==> src/rtl/fpu_sched_pkg.sv <==
// Shared definitions for the FPU issue/writeback scheduler:
// op encoding, latency lookup and the reservation slot record.
package fpu_sched_pkg;

  typedef enum logic [2:0] {
    OP_FADD    = 3'd0,
    OP_FSUB    = 3'd1,
    OP_FMUL    = 3'd2,
    OP_FDIV    = 3'd3,
    OP_FISZERO = 3'd4,
    OP_FISPOS  = 3'd5,
    OP_FISNEG  = 3'd6,
    OP_ILLEGAL = 3'd7
  } fp_op_e;

  // The destination tag travels alongside the record in the ring, since its width is a parameter.
  typedef struct packed {
    logic       valid;
    logic       illegal;
    logic [2:0] op;
  } slot_t;

  function automatic logic [3:0] op_latency(input logic [2:0] op,
                                            input int lat_cmp,
                                            input int lat_add,
                                            input int lat_mul,
                                            input int lat_div);
    int l;
    case (op)
      OP_FADD, OP_FSUB:                  l = lat_add;
      OP_FMUL:                           l = lat_mul;
      OP_FDIV:                           l = lat_div;
      OP_FISZERO, OP_FISPOS, OP_FISNEG:  l = lat_cmp;
      default:                           l = 1;
    endcase
    return 4'(l);
  endfunction

endpackage

==> src/rtl/fpu_resv_ring.sv <==
// Writeback reservation ring: slots 1..D shift toward slot 1 every cycle,
// a new entry lands in slot[L]; slot D+1 reads as permanently empty.
module fpu_resv_ring
  import fpu_sched_pkg::*;
#(
  parameter int D     = 8,
  parameter int TAG_W = 5
) (
  input  logic             clk,
  input  logic             clr,
  input  logic             ins_en,
  input  logic [3:0]       ins_lat,
  input  slot_t            ins_slot,
  input  logic [TAG_W-1:0] ins_tag,
  input  logic [3:0]       chk_lat,
  output logic             chk_free,
  output slot_t            head_slot,
  output logic [TAG_W-1:0] head_tag,
  output logic             any_valid
);

  slot_t            slots [1:D];
  logic [TAG_W-1:0] tags  [1:D];
  slot_t            ext_slots [1:D+1];
  logic [TAG_W-1:0] ext_tags  [1:D+1];

  always_comb begin
    for (int k = 1; k <= D; k++) begin
      ext_slots[k] = slots[k];
      ext_tags[k]  = tags[k];
    end
    ext_slots[D+1] = '0;
    ext_tags[D+1]  = '0;
  end

  always_ff @(posedge clk) begin
    if (clr) begin
      for (int k = 1; k <= D; k++) begin
        slots[k] <= '0;
        tags[k]  <= '0;
      end
    end else begin
      for (int k = 1; k <= D; k++) begin
        if (ins_en && (int'(ins_lat) == k)) begin
          slots[k] <= ins_slot;
          tags[k]  <= ins_tag;
        end else begin
          slots[k] <= ext_slots[k+1];
          tags[k]  <= ext_tags[k+1];
        end
      end
    end
  end

  // Slot L+1 now becomes slot L after the shift, so that is the one that must be empty.
  always_comb begin
    chk_free = 1'b1;
    for (int k = 1; k <= D + 1; k++) begin
      if (int'(chk_lat) + 1 == k) chk_free = !ext_slots[k].valid;
    end
  end

  always_comb begin
    any_valid = 1'b0;
    for (int k = 1; k <= D; k++) any_valid = any_valid | slots[k].valid;
  end

  assign head_slot = slots[1];
  assign head_tag  = tags[1];

endmodule

==> src/rtl/fpu_wb_scheduler.sv <==
// FPU issue and writeback scheduler: accepts one op per cycle, reserves the
// shared writeback port per cycle and tracks the unpipelined divider.
module fpu_wb_scheduler
  import fpu_sched_pkg::*;
#(
  parameter int LAT_CMP = 1,
  parameter int LAT_ADD = 3,
  parameter int LAT_MUL = 2,
  parameter int LAT_DIV = 8,
  parameter int TAG_W   = 5
) (
  input  logic             clk,
  input  logic             rst,
  input  logic             flush,
  input  logic             in_valid,
  output logic             in_ready,
  input  logic [2:0]       in_op,
  input  logic [TAG_W-1:0] in_tag,
  output logic             iss_valid,
  output logic [2:0]       iss_op,
  output logic             wb_valid,
  output logic [2:0]       wb_op,
  output logic [TAG_W-1:0] wb_tag,
  output logic             wb_illegal,
  output logic             busy
);

  localparam int D_AC = (LAT_ADD > LAT_CMP) ? LAT_ADD : LAT_CMP;
  localparam int D_MD = (LAT_MUL > LAT_DIV) ? LAT_MUL : LAT_DIV;
  localparam int D    = (D_AC > D_MD) ? D_AC : D_MD;

  logic             clr;
  logic [3:0]       lat;
  logic [3:0]       div_cnt;
  logic             div_free;
  logic             slot_free;
  logic             accept;
  slot_t            ins_slot;
  slot_t            head_slot;
  logic [TAG_W-1:0] head_tag;
  logic             any_valid;

  assign clr      = rst | flush;
  assign lat      = op_latency(in_op, LAT_CMP, LAT_ADD, LAT_MUL, LAT_DIV);
  assign div_free = (div_cnt <= 4'd1);

  assign in_ready  = !clr && slot_free && ((in_op != OP_FDIV) || div_free);
  assign accept    = in_valid && in_ready;
  assign iss_valid = accept && (in_op != OP_ILLEGAL);
  assign iss_op    = in_op;

  always_comb begin
    ins_slot         = '0;
    ins_slot.valid   = 1'b1;
    ins_slot.illegal = (in_op == OP_ILLEGAL);
    ins_slot.op      = in_op;
  end

  fpu_resv_ring #(
    .D     (D),
    .TAG_W (TAG_W)
  ) u_ring (
    .clk       (clk),
    .clr       (clr),
    .ins_en    (accept),
    .ins_lat   (lat),
    .ins_slot  (ins_slot),
    .ins_tag   (in_tag),
    .chk_lat   (lat),
    .chk_free  (slot_free),
    .head_slot (head_slot),
    .head_tag  (head_tag),
    .any_valid (any_valid)
  );

  // Divider stays occupied until its final cycle, which is when a new FDIV may enter.
  always_ff @(posedge clk) begin
    if (clr) begin
      div_cnt <= '0;
    end else if (accept && (in_op == OP_FDIV)) begin
      div_cnt <= 4'(LAT_DIV);
    end else if (div_cnt != 4'd0) begin
      div_cnt <= div_cnt - 4'd1;
    end
  end

  assign wb_valid   = head_slot.valid;
  assign wb_op      = head_slot.valid ? head_slot.op : 3'd0;
  assign wb_tag     = head_slot.valid ? head_tag : '0;
  assign wb_illegal = head_slot.valid & head_slot.illegal;

  assign busy = any_valid | (div_cnt != 4'd0);

endmodule

==> config.mk <==
export PLATFORM = sky130hd
export DESIGN_NAME = fpu_wb_scheduler
export DESIGN_NICKNAME = d
export VERILOG_FILES = /design/src/rtl/fpu_sched_pkg.sv /design/src/rtl/fpu_resv_ring.sv /design/src/rtl/fpu_wb_scheduler.sv
export SDC_FILE = /design/constraint.sdc
export NUM_CORES = 1
export LEC_CHECK = 0
export CAP_MARGIN = 20
export CORE_UTILIZATION = 45
export CTS_CLUSTER_DIAMETER = 30
export DETAILED_ROUTE_END_ITERATION = 7
export DONT_BUFFER_PORTS = 1
export PLACE_DENSITY_LB_ADDON = 0.3
export RECOVER_POWER = 100
export SYNTH_ARGS = -nofsm -noshare
export SYNTH_HDL_FRONTEND = slang
export SYNTH_SLANG_ARGS = --single-unit
export TNS_END_PERCENT = 20
==> constraint.sdc <==
create_clock -name clk -period 1.6 [get_ports clk]
set_input_delay 0.16 -clock clk [delete_from_list [all_inputs] [get_ports clk]]
set_output_delay 0.16 -clock clk [all_outputs]
set_load 0.01 [all_outputs]
Word-level counts from Yosys, hierarchy flattened
Memories as Yosys holds them, arrays and structs flattened.
Index checks and enable logic that the tools add are counted.
- add/sub/neg operators: 2
- $mul: 0
- div/mod/pow operators: 0
- magnitude comparators: 1
- equal/unequal tests: 23
- shift-type cells: 0
- mux-type cells: 96
- bitwise gates (word level): 42
- reductions and logical operators: 28
- operators by type and width (kind ; count):
    2-to-1 mux 5 bit ; 33
    == test 32 x 4 -> 1 bit, second input constant ; 4
    == test 32 x 3 -> 1 bit, second input constant ; 2
    == test 32 x 5 -> 1 bit, second input constant ; 2
    2-to-1 mux 1 bit ; 59
    OR 1 bit ; 41
    == test 32 x 2 -> 1 bit, second input constant ; 1
    == test 4 bit, second input constant ; 5
    logical AND 1 bit ; 13
    one-hot mux 4 bit (3 select lines) ; 1
    zero test 1 bit ; 9
    == test 4 x 3 -> 1 bit, second input constant ; 2
    2-to-1 mux 4 bit ; 2
    == test 3 x 2 -> 1 bit, second input constant ; 2
    adder 4 x 1 -> 5 bit, second input constant ; 1
    == test 4 x 2 -> 1 bit, second input constant ; 1
    <= comparator 4 x 1 -> 1 bit, second input constant ; 1
    nonzero test 4 bit ; 1
    OR reduction 2 bit ; 2
    subtractor 4 x 1 -> 4 bit, second input constant ; 1
    == test 3 x 1 -> 1 bit, second input constant ; 1
    == test 3 bit, second input constant ; 1
    zero test 3 bit ; 1
    2-to-1 mux 3 bit ; 1
    other kinds (5) ; 5
- register bits: 4
- latch bits: 0
- memory bits (writable): 80
- ROM bits: 0
- input port bits: 12
- output and inout bits: 16
- word-level logic and storage cells: 196
- memories: 2
- memory list (name ; depth ; width ; rd ports ; clocked after Yosys merged registers in ; write ports ; line ; text):
    u_ring.slots ; 8 ; 5 ; 8 ; 0 ; 8 ; fpu_resv_ring.sv:22 ; slot_t slots [1:D];
    u_ring.tags ; 8 ; 5 ; 8 ; 0 ; 8 ; fpu_resv_ring.sv:23 ; logic [TAG_W-1:0] tags [1:D];

Logic depth before layout (Yosys ltp)
Gate-level depths: netlist of run 1.
- word-level depth: 23
- mapped depth: 6
- mapped depth without buffers: 5

Modules after synthesis
Synthesis of run 1 repeated with hierarchy kept, for this count alone.
- cell total of the unflattened synthesis: 271
- area total of the unflattened synthesis: 3983.8 µm²
- modules (own cells, without submodules) (module ; instances ; cells an instance ; area each (µm²) ; sequential area each (µm²)):
    fpu_resv_ring ; 1 ; 217 ; 3580.9 ; 2402.3
    fpu_wb_scheduler ; 1 ; 54 ; 402.9 ; 80.1

Least setup slack after synthesis of run 1
Ideal clock, no wire load.
- path kind: input port to flip-flop
- from: in flush
- to: reg, netlist name u_ring.slots[0][16]
- setup time: 0.255 ns
- arrival: 1.281 ns
- required time: 1.345 ns
- slack: 0.063 ns
- stages: 5
- path buffers: 2
- cells stage by stage: or2_1 -> clkbuf_2 -> or4_4 -> buf_6 -> and3_1
- RTL lines (item ; line ; text):
    start: declaration ; fpu_wb_scheduler.sv:14 ; input logic flush,

Worst setup path after layout of run 1
- from: reg div_cnt[0]
- to: out in_ready
- longest elaborated chain between the ends: 3
- ends and longest elaborated chain (item ; line ; text):
    start: declaration ; fpu_wb_scheduler.sv:34 ; logic [3:0] div_cnt;
    start signal: assignment ; fpu_wb_scheduler.sv:81 ; div_cnt <= 4'(LAT_DIV);
    start signal: assignment ; fpu_wb_scheduler.sv:83 ; div_cnt <= div_cnt - 4'd1;
    <= comparator 4 x 1 -> 1 bit ; fpu_wb_scheduler.sv:45 ; assign div_free = (div_cnt <= 4'd1);
    logical OR 1 bit ; fpu_wb_scheduler.sv:47 ; assign in_ready = !clr && slot_free && ((in_op != OP_FDIV) || div_free);
    logical AND 1 bit ; fpu_wb_scheduler.sv:47 ;
    end: declaration ; fpu_wb_scheduler.sv:16 ; output logic in_ready,
Every way passes these cells.

==> results.py, run 1 <==
metrics = {
    "run_status": {
        "status": "finished with violations",
        "violations": "setup timing",
    },
    "setup_path": {
        "cp.buffers_inverters": 2,
        "end_kind": "output pin",
        "reg2reg_to": "u_ring.tags[0][6]",
        "critical_path.top_delay_family": "flip-flops",
        "ff2ff_setup_slack_ns": 0.08,
        "arrival_ns": 1.48,
        "worstSetupPathType": "reg -> out",
        "reg2reg_depth": 5,
        "r2r-start": "u_ring.slots[0][14]",
        "critPathSlowestCell": "dfxtp_4",
        "start_kind": "register",
        "worstPathRequired_ns": 1.44,
        "crit_fanout": 3,
        "cpPeakStageDelay_ns": 0.39,
        "cp_cell_sequence": "inv_4, ha_4, nor2_4, buf_6, nor2_2, o31a_1",
    },
    "floorplan": {
        "core-area_um2": 6870,
        "dieArea_um2": 7510,
        "fp.dieH_um": 86.7,
        "pin_count": 28,
        "die_w_um": 86.7,
        "start_util_pct": 47.0,
        "placement_rows": 30,
    },
    "detailed_routing": {
        "routed_via_density": 4.57,
        "wl_per_cell_um": 12.1,
        "first_pass_iters": 4,
        "ant_nets": 0,
        "drc": 0,
        "drt-total-wl_mm": 5.10,
        "vias": 1921,
        "drt-initial-drc-count": 100,
    },
    "power": {
        "pwr_density_cell_nw_per_um2": 1330,
        "max-vdd-ir-drop_mv": 0.469,
        "fin_total_pwr_mw": 5.17,
        "leakage_nw": 1.60,
    },
    "flow_run": {
        "drv_cap": 0,
    },
    "sta": {
        "fin_tns_setup_ns": -0.0734,
        "worst_slew_pin_slew_ns": 0.518,
        "hold_slack_ns": 0.0283,
        "clock_skew_ns": 0.0149,
        "final.min_clock_period_ns": 1.64,
        "drv_slew": 0,
        "period_share_pct": 102,
        "fmax_mhz": 610,
        "fin_ws_ns": -0.0397,
        "slew_headroom_pct": 65.3,
        "grt_setup_unrepaired": "yes",
        "hold_viol_final": 0,
        "setup_viol": 2,
    },
    "placement": {
        "gp_congestion": 0.755,
        "place_ws_ns": -0.0899,
        "hpwl_mm": 3.32,
        "io_buffers": 0,
    },
    "clocking": {
        "hold_buffers": 0,
        "cts_buffer_depth": 2,
        "cts_tree": "done",
        "htreeDepth": 3,
        "root_buffer": "clkbuf_8",
        "clock-sinks": 84,
        "insertion_delay_ns": 0.36,
        "numCtsBuffers": 9,
        "cts.reportedPaths.clkPinSlew_ns": 0.09,
    },
    "global_routing": {
        "grt_usage_pct": 15.3,
        "first_global_vias": 1738,
        "grt_max_degree": 55,
        "grt_remaining_overflow": 0,
        "antenna_found_initial": 0,
        "grt_pass1_wl_mm": 8.47,
    },
    "hold_path": {
        "min_path_cells": 2,
        "hold_start": "in_tag[0]",
        "hold_class": "in -> reg",
        "min_to": "u_ring.tags[0][5]",
    },
    "layout": {
        "drive_gt1_share_pct": 15.4,
        "fin_nets": 334,
        "fill_cells": 589,
        "regArea_um2": 2090,
        "antenna_cells": 0,
        "syn2layout_area_growth_pct": 20.8,
        "multiInputGateArea_um2": 1280,
    },
    "yosys": {
        "synthCells": 271,
        "async_reset_ff_share_pct": 0,
        "synth.most_common_cell": "and2_1",
        "synth_cell_types": 41,
        "synth_seq_area_share_pct": 64.5,
        "syn_area_um2": 3230,
        "synth.largest_area_cell": "edfxtp_1",
        "synthTopCellsByArea": "edfxtp_1, dfxtp_1, and2_1",
        "synth-main-ff-cell": "dfxtp_1",
        "synth_top_area_share_pct": 37.2,
        "synth-seq-cells": 84,
        "synth_edf_count": 40,
        "avgSynthCellArea_um2": 11.9,
        "yosysWarnings": 0,
        "netlist_top_cells_count": "and2_1, dfxtp_1, edfxtp_1",
    },
}
## cell type report
| class | count | area share, % |
|---|---|---|
| timing repair buffer | 14 | 2.76 |
| clock buffer | 9 | 3.18 |
| multi-input combinational | 199 | 32.9 |
| tap | 96 | 3.08 |
| clock inverter | 7 | 3.28 |
| sequential | 84 | 53.6 |
| inverter | 11 | 1.19 |
## cell families (layout without fill, tap and decap cells)
group	after synthesis	count (layout)	share of synthesized area [%]
AOI/OAI and AO/OA	26	26	5.04
other	2	42	0.233
xor gates and xnor gates	2	2	0.543
and+or+nand+nor	113	113	20.5
buffers and inverters	28	41	3.96
muxes	13	13	4.03
adders and majority gates	3	3	1.16
DFF	84	84	64.5
## placed cells by master, fill, tap and decap left out, types with 9 or more instances in the layout
master and count:
conb_1 42, dfxtp_1 41, edfxtp_1 40, and2_1 38, nor2_1 14, mux2i_1 13, a21oi_1 11, and2_0 11
inv_1 9, clkbuf_8 9
## report_power, final
group          internal [mW]  total [mW]  switching [mW]
Clock                   1.06        1.87           0.806
Sequential              2.35        2.41          0.0540
Combinational          0.438       0.892           0.454
Total                   3.86        5.17            1.31
## sequential cells by signal, indices dropped and copies added, names as in the netlist
| name | cells |
|---|---|
| u_ring.slots | 40 |
| div_cnt | 4 |
| u_ring.tags | 40 |
## routing by layer
layer	GRT usage (%)	vias up	share of wire, %
met4	8.64	0	1.7
met1	19.9	909	48
li1	-	974	-
met3	4.29	8	4.1
met5	0	-	0
met2	23.2	30	46
## metrics by stage
step	cells	utilization (%)	instance area [um2]
after detailed placement	401	51.1	3510
final	420	56.7	3900
after global routing	420	56.7	3900
after CTS	420	56.4	3870
after global placement	401	51.1	3510
after floorplan	311	-	3380
## worst max-delay path by stage
stage          startpoint                  end  slack, ns  cells past startpoint
2_1_floorplan       flush  u_ring.slots[0][16]       0.06                      5
3_3_place_gp   div_cnt[0]   u_ring.tags[0][43]       0.04                      5
3_5_place_dp   div_cnt[0]   u_ring.tags[0][41]      -0.09                      5
4_1_cts        div_cnt[0]             in_ready      -0.09                      6
5_1_grt        div_cnt[0]             in_ready      -0.10                      6
6_report       div_cnt[0]             in_ready      -0.04                      6
## what timing repair did
action                                  4_1_cts  5_1_grt
buffers inserted                              3        0
cloned                                        0        0
resized for setup                            23        8
hold endpoints to repair                      0        0
endpoints found under the setup margin       11       10
pin swaps                                     5        2
Power figures use the tool's default switching activity.
==> run 2, diff against run 1 <==
==> constraint.sdc (replaced) <==
create_clock -name clk -period 1.6 [get_ports clk]
set_input_delay 0.16 -clock clk [delete_from_list [all_inputs] [get_ports clk]]
set_output_delay 0.16 -clock clk [all_outputs]
set_load 0.05 [all_outputs]
==> run 2 against run 1 <==
Effect of this change:
- the flow still finishes with violations (setup timing)
- clock power is 16% lower
- non-clock buffer count rose by 15
- sequential power barely moved
- largest cell class unchanged
- cell count up 3.6%
- utilization up 0.73 points
- die area stayed put
- critical path depth is 1 lower
==> results.py, run 2 (synthesized netlist as in run 1, its figures left out) <==
metrics = {
    "run_status": {
        "status": "finished with violations",
        "violations": "setup timing",
    },
    "detailed_routing": {
        "drt-total-wl_mm": 5.19,
        "first_pass_iters": 4,
        "wl_per_cell_um": 11.9,
        "ant_nets": 0,
        "vias": 1975,
        "drt-initial-drc-count": 71,
        "routed_via_density": 4.54,
        "drc": 0,
    },
    "setup_path": {
        "critPathSlowestCell": "a2111oi_2",
        "start_kind": "register",
        "cp_cell_sequence": "nor3b_4, a2111oi_2, buf_4, o211a_1, buf_12",
        "arrival_ns": 1.68,
        "r2r-start": "div_cnt[0]",
        "worstSetupPathType": "reg -> out",
        "cpPeakStageDelay_ns": 0.36,
        "worstPathRequired_ns": 1.44,
        "crit_fanout": 2,
        "end_kind": "output pin",
        "setup.worst_path.start": "u_ring.slots[0][24]",
    },
    "sta": {
        "clock_skew_ns": 0.0120,
        "fin_ws_ns": -0.239,
        "fmax_mhz": 544,
        "slew_headroom_pct": 63.4,
        "hold_viol_final": 0,
        "fin_tns_setup_ns": -0.769,
        "final.min_clock_period_ns": 1.84,
        "drv_slew": 0,
        "period_share_pct": 115,
        "worst_slew_pin_slew_ns": 0.546,
        "setup_viol": 10,
        "grt_setup_unrepaired": "yes",
    },
    "placement": {
        "io_buffers": 0,
        "place_inst": 416,
        "post_dp_cell_area_um2": 3650,
        "gp_congestion": 0.768,
        "hpwl_mm": 3.51,
    },
    "layout": {
        "reg_top3": "u_ring.slots (40), u_ring.tags (40), div_cnt (4)",
        "fin_nets": 349,
        "antenna_cells": 0,
        "syn2layout_area_growth_pct": 22.3,
        "final_cell_mix": "dfxtp_1, conb_1, edfxtp_1",
        "final_area_um2": 3950,
        "finalNonFillerCells": 435,
        "drive_gt1_share_pct": 17.7,
    },
    "floorplan": {
        "fp.dieH_um": 86.7,
        "start_util_pct": 47.0,
        "placement_rows": 30,
        "die_w_um": 86.7,
        "pin_count": 28,
        "core-area_um2": 6870,
        "dieArea_um2": 7510,
    },
    "clocking": {
        "htreeDepth": 3,
        "cts_tree": "done",
        "clock-sinks": 84,
        "numCtsBuffers": 9,
        "insertion_delay_ns": 0.34,
        "root_buffer": "clkbuf_8",
        "cts_buffer_depth": 2,
        "cts.reportedPaths.clkPinSlew_ns": 0.08,
        "hold_buffers": 0,
    },
    "global_routing": {
        "grt_remaining_overflow": 0,
        "first_global_vias": 1815,
        "antenna_found_initial": 0,
        "grt_usage_pct": 15.2,
        "grt_max_degree": 55,
        "grt_pass1_wl_mm": 8.41,
    },
    "power": {
        "pwr_density_cell_nw_per_um2": 1240,
        "max-vdd-ir-drop_mv": 0.585,
        "fin_total_pwr_mw": 4.88,
        "leakage_nw": 1.67,
    },
    "hold_path": {
        "hold_start": "in_tag[1]",
        "hold_class": "in -> reg",
    },
    "flow_run": {
        "drv_cap": 0,
    },
}
==> run 2: cell count changes in the layout (fill, tap and decap cells not counted), sizes merged <==
cell    change
bufinv      -2
inv         -4
buf        +19
clkinv      +2
==> run 2: stage by stage <==
step	hold WS (ns)	setup slack, ns	util, %
2_1_floorplan	0.384	-0.00597	-
6_report	0.0427	-0.239	57.4
3_5_place_dp	0.321	-0.0801	53.1
3_3_place_gp	0.321	0.0173	53.1
4_1_cts	0.0278	-0.285	56.4
5_1_grt	0.0377	-0.313	57.4
==> run 2: worst max-delay path, delay by kind of cell, from the launching register on <==
family	cells	cell delay, ns
AOI/OAI and AO/OA	2	0.54
buffers and inverters	2	0.31
DFF	1	0.33
and+or+nand+nor	1	0.15
==> run 2: worst paths after layout <==
kind | end | slack, ns | cells after the start
worst min-delay path | u_ring.tags[0][6] | 0.04 | 2
worst max register to register | u_ring.tags[0][41] | -0.05 | 6
worst min register to register | u_ring.slots[0][25] | 0.42 | 1
worst max-delay path | iss_valid | -0.24 | 5
==> run 2: power by group <==
group          switching [mW]  internal (mW)  total (mW)
Clock                   0.712          0.861        1.57
Combinational           0.496          0.428       0.924
Sequential             0.0366           2.35        2.38
Total                    1.24           3.64        4.88
==> run 2: layout make-up <==
| type | instances | area (um2) |
|---|---|---|
| fillers | 591 | 2920 |
| multi-input cells | 199 | 1230 |
| repair buffers | 29 | 259 |
| inverters | 11 | 41.3 |
| well taps | 96 | 120 |
| flip-flops and latches | 84 | 2080 |
| clock inverters | 3 | 43.8 |
| clock buffers | 13 | 170 |
==> run 2: routing by layer <==
metal | track usage (%) | vias up | wire length [um]
met4 | 8.18 | 0 | 108
met1 | 19.4 | 920 | 2360
met5 | 0 | - | 0
li1 | - | 1008 | -
met3 | 4.00 | 10 | 292
met2 | 23.7 | 37 | 2430
==> run 2: repair_timing <==
| item | CTS | global route |
|---|---|---|
| resized for setup | 7 | 9 |
| pin swaps | 1 | 3 |
| setup buffers | 0 | 3 |
| endpoints found under the setup margin | 9 | 5 |
